==> config.mk <==
export PLATFORM = sky130hd
export DESIGN_NAME = logic_shift_rotate_top
export DESIGN_NICKNAME = d
export VERILOG_FILES = /design/src/rtl/alsu_pkg.sv /design/src/rtl/shift_rotate_1.sv /design/src/rtl/logic_shift_rotate_top.sv
export SDC_FILE = /design/constraint.sdc
export NUM_CORES = 1
export LEC_CHECK = 0
export ABC_AREA = 1
export CORE_AREA = 2 2 39 41
export CTS_BUF_LIST = sky130_fd_sc_hd__clkbuf_4 sky130_fd_sc_hd__clkbuf_8
export DETAILED_ROUTE_END_ITERATION = 8
export DIE_AREA = 0 0 41 43
export PLACE_DENSITY_LB_ADDON = 0.12
export SYNTH_ARGS = -nofsm -noshare
export SYNTH_HDL_FRONTEND = slang
export SYNTH_SLANG_ARGS = --single-unit
export TNS_END_PERCENT = 1
==> constraint.sdc <==
create_clock -name clk -period 1.7 [get_ports clk]
set_clock_uncertainty 0.2 [all_clocks]
set_input_delay 0.34 -clock clk [delete_from_list [all_inputs] [get_ports clk]]
set_output_delay 0.34 -clock clk [all_outputs]
set_load 0.01 [all_outputs]
==> src/rtl/alsu_pkg.sv <==
// -----------------------------------------------------------------------------
// alsu_pkg
// Shared definitions for the 4-bit ALSU shift/rotate path.
//   DEFAULT_WIDTH : default operand/result width
//   SEL_ROT/SEL_OPB/SEL_LEFT : bit positions of the fields inside the 3-bit Sel
//   OP_* : the eight shift/rotate opcodes (every 3-bit code is legal)
// -----------------------------------------------------------------------------
package alsu_pkg;

    localparam int DEFAULT_WIDTH = 4;

    // Sel field positions
    localparam int SEL_ROT  = 2;   // 0 = logical shift, 1 = rotate
    localparam int SEL_OPB  = 1;   // 0 = operand A,     1 = operand B
    localparam int SEL_LEFT = 0;   // 0 = right,         1 = left

    typedef logic [2:0] sel_t;

    // Opcode table
    localparam sel_t OP_SHR_A = 3'b000;
    localparam sel_t OP_SHL_A = 3'b001;
    localparam sel_t OP_SHR_B = 3'b010;
    localparam sel_t OP_SHL_B = 3'b011;
    localparam sel_t OP_ROR_A = 3'b100;
    localparam sel_t OP_ROL_A = 3'b101;
    localparam sel_t OP_ROR_B = 3'b110;
    localparam sel_t OP_ROL_B = 3'b111;

endpackage

==> src/rtl/shift_rotate_1.sv <==
// -----------------------------------------------------------------------------
// shift_rotate_1
// Single-position logical shift or rotate of one operand.
//   X      : operand (WIDTH bits, WIDTH >= 2)
//   left   : 1 = move towards MSB, 0 = move towards LSB
//   rotate : 1 = wrap the bit falling off into the vacated end, 0 = zero-fill
//   Y      : transformed operand
// Ternaries are used rather than if/else so that an unknown on left or rotate
// shows up as unknown on Y instead of silently choosing one branch.
// -----------------------------------------------------------------------------
module shift_rotate_1
    import alsu_pkg::*;
#(
    parameter int WIDTH = DEFAULT_WIDTH
) (
    input  logic [WIDTH-1:0] X,
    input  logic             left,
    input  logic             rotate,
    output logic [WIDTH-1:0] Y
);

    logic             fill_left_s;   // bit entering at the LSB on a left move
    logic             fill_right_s;  // bit entering at the MSB on a right move
    logic [WIDTH-1:0] left_s;
    logic [WIDTH-1:0] right_s;

    assign fill_left_s  = rotate ? X[WIDTH-1] : 1'b0;
    assign fill_right_s = rotate ? X[0]       : 1'b0;

    assign left_s  = {X[WIDTH-2:0], fill_left_s};
    assign right_s = {fill_right_s, X[WIDTH-1:1]};

    assign Y = left ? left_s : right_s;

endmodule

==> src/rtl/logic_shift_rotate_top.sv <==
// -----------------------------------------------------------------------------
// logic_shift_rotate_top
// Shift/rotate unit of the ALSU: picks A or B, shifts or rotates it by one
// position, and provides both the combinational result and a registered copy.
//   clk   : rising-edge clock, only used by Out_q
//   rst_n : asynchronous active-low reset, clears Out_q only
//   A, B  : operands (WIDTH bits)
//   Sel   : {rotate, use_B, left}
//   Out   : combinational result, independent of clk/rst_n
//   Out_q : Out captured on every rising clk edge
// -----------------------------------------------------------------------------
module logic_shift_rotate_top
    import alsu_pkg::*;
#(
    parameter int WIDTH = DEFAULT_WIDTH
) (
    input  logic             clk,
    input  logic             rst_n,
    input  logic [WIDTH-1:0] A,
    input  logic [WIDTH-1:0] B,
    input  logic [2:0]       Sel,
    output logic [WIDTH-1:0] Out,
    output logic [WIDTH-1:0] Out_q
);

    logic [WIDTH-1:0] operand_s;
    logic [WIDTH-1:0] result_s;
    logic [WIDTH-1:0] out_q_r;

    // Operand select; the other operand never reaches the datapath.
    assign operand_s = Sel[SEL_OPB] ? B : A;

    shift_rotate_1 #(
        .WIDTH (WIDTH)
    ) u_shift_rotate_1 (
        .X      (operand_s),
        .left   (Sel[SEL_LEFT]),
        .rotate (Sel[SEL_ROT]),
        .Y      (result_s)
    );

    assign Out = result_s;

    // Pipelined copy of the result for consumers on the ALSU clock.
    always_ff @(posedge clk or negedge rst_n) begin
        if (!rst_n) begin
            out_q_r <= {WIDTH{1'b0}};
        end else begin
            out_q_r <= result_s;
        end
    end

    assign Out_q = out_q_r;

endmodule

==> metrics.yaml <==
timing:
  fmax_ghz: 0.6184
  fin_crit_ns: 1.617
  finalHoldViolCount: 0
  finalSetupViolations: 0
  worst_slew_margin_rel_pct: 85.28
  setup_tns_ns: 0
  fin_crit_sh_pct: 95.12
  drv_slew: 0
  worst_hold_slack_ns: 0.1094
  grt_setup_unrepaired: "no"
  worstMarginPinSlew_ns: 0.2208
yosys:
  synth.net_count: 53
  synthMuxAreaShare_pct: 0
  ys_seq_elements: 4
  synthXorXnorAreaFrac_pct: 0
  synth-compound-area-share_pct: 0
  synthAdderAreaFrac_pct: 0
  synth_area_per_cell_um2: 6.037
  yosysSeqAreaShare_pct: 41.45
  yosysUniqueCellTypes: 6
  ys_warn_count: 0
  synth-simple-area-share_pct: 43.01
  syn_area_um2: 241.5
  synth_top_family_by_area: "simple AND/OR/NAND/NOR gates"
  synth_cells: 40
power:
  p_total_mw: 0.3328
  p_seq_share_pct: 31.9
  pwr-share-clk_pct: 34.2
  power_density_nw_per_um2: 640.9
  p_switching_mw: 0.08457
  irDropWorstVdd_uv: 182.8
  p_int_mw: 0.2482
  pwr-share-comb_pct: 33.9
  p_sw_share_pct: 25.41
  p_leak_nw: 0.3431
final_layout:
  drive_above_1_share_pct: 27.14
  num_antenna_cells: 0
  instances_no_fill: 86
  nets: 85
  syn_to_final_growth_pct: 115.0
  fin_util_pct: 37.52
  largest_register_ffs: 4
placement:
  port-buffer-count: 20
  gp_congestion: 0.7779
  dpl.cell_count: 78
  dp_hpwl_um: 528.9
clock_network:
  clk_path_buf_depth: 2
  root_buffer: "clkbuf_4"
  h-tree-depth: 1
  cts_buffers: 3
  cts_tree: "done"
  cts_sinks: 4
  clk_pin_slew_ns: 0.04
drt:
  first_pass_iters: 4
  drt_wl_total_um: 706
  vias: 333
  drtIter0Drc: 9
  drt-wirelength-per-cell_um: 8.209
  drc: 0
  ant_nets: 0
  vias_per_cell: 3.872
status:
  status: "complete, no violations"
global_routing:
  overflow: 0
  track_usage_pct: 10.02
  grt_pass1_wl_mm: 1.179
  antenna_found_initial: 0
  grt_max_degree: 7
  first_global_vias: 348
floorplan:
  core-area_um2: 1384
  io_pins: 21
  die_area_um2: 1763
  start_util_pct: 17.45
  fp-row-count: 14
  die_x_um: 41
  chipHeight_um: 43
worst_setup_path:
  crit_start: "Sel[0]"
  critPathLaunchType: "primary input"
  end_kind: "output pin"
  critPathKind: "primary input to output pin"
  critical_path.max_fanout: 6
  crit_path_end: "Out[2]"
  worstPathArrival_ns: 1.08
  cp.required_ns: 1.16
run:
  maxCapViolCount: 0
hold_path:
  min_path_type: "primary input to asynchronous set/reset pin"
-- metal layers --
metal  part of all wire [%]  GRT usage [%]  up-vias  wire [um]
met2                     59          18.13       10        420
li1                       -              -      175          -
met4                      0          8.000        0          0
met5                      0              0        -          0
met1                     34          8.626      148        241
met3                    6.1          1.571        0         43
-- how the worst min path moves through the flow --
stage,end,depth (start not counted),slack [ns],from
finish,Out_q[2]$_DFF_PN0_,1,0.11,rst_n
global route,Out_q[3]$_DFF_PN0_,1,0.11,rst_n
CTS,Out_q[3]$_DFF_PN0_,1,0.10,rst_n
detailed placement,Out_q[2]$_DFF_PN0_,1,0.35,rst_n
global placement,Out_q[3]$_DFF_PN0_,1,0.35,rst_n
floorplan,Out_q[0]$_DFF_PN0_,0,-0.16,rst_n
-- final cells by class --
cell class / count / area (um2)
multi-input combinational: 26 / 108.9
fill: 153 / 864.6
timing repair buffer: 27 / 230.2
sequential: 4 / 100.1
inverter: 10 / 37.54
clock buffer: 3 / 22.52
tap: 16 / 20.02
-- logic make-up after synthesis --
kind of cell,count (synthesis)
buffers and inverters,10
DFF,4
and+or+nand+nor,26
-- worst max-delay path: stages --
cell,delay [ns]
dlygate4sd2_1,0.32
inv_1,0.11
nand3_1,0.09
nand2_1,0.07
buf_2,0.14
-- Yosys cell counts --
library cell,number,area share [%]
nand2_1,20,31
inv_1,9,14
nand3_1,5,10
dfrtp_1,4,41
inv_2,1,1.6
nor2_1,1,1.6
-- cells in the final DEF, fill, tap and decap left out, drive strengths merged --
cell / n
buf: 11
clkbuf: 4
clkdlybuf4s50: 5
dfrtp: 4
dlygate4sd2: 6
dlymetal6s2s: 4
inv: 10
nand2: 20
nand3: 5
nor2: 1
-- stage by stage --
stage	area, um2	setup slack (ns)
2_1_floorplan	241.5	0.5115
3_3_place_gp	476.7	-0.6230
3_5_place_dp	476.7	-0.6506
4_1_cts	508.0	-0.02943
5_1_grt	519.2	0.04010
6_report	519.2	0.08289
-- what timing repair did --
item                       in CTS  in global routing
setup endpoints to repair       4                  5
resized for setup              23                  9
pin swaps                       5                  3
buffers inserted                5                  0
hold buffers                    0                  0
gates cloned                    0                  0
-- power groups by stage --
stage / logic (mW) / registers, mW / clock network (mW)
floorplan: 0.0299 / 0.113 / 0
detailed placement: 0.113 / 0.107 / 0
global route: 0.126 / 0.107 / 0.123
global placement: 0.113 / 0.107 / 0
finish: 0.113 / 0.106 / 0.114
CTS: 0.113 / 0.106 / 0.122
Power figures use the tool's default switching activity.
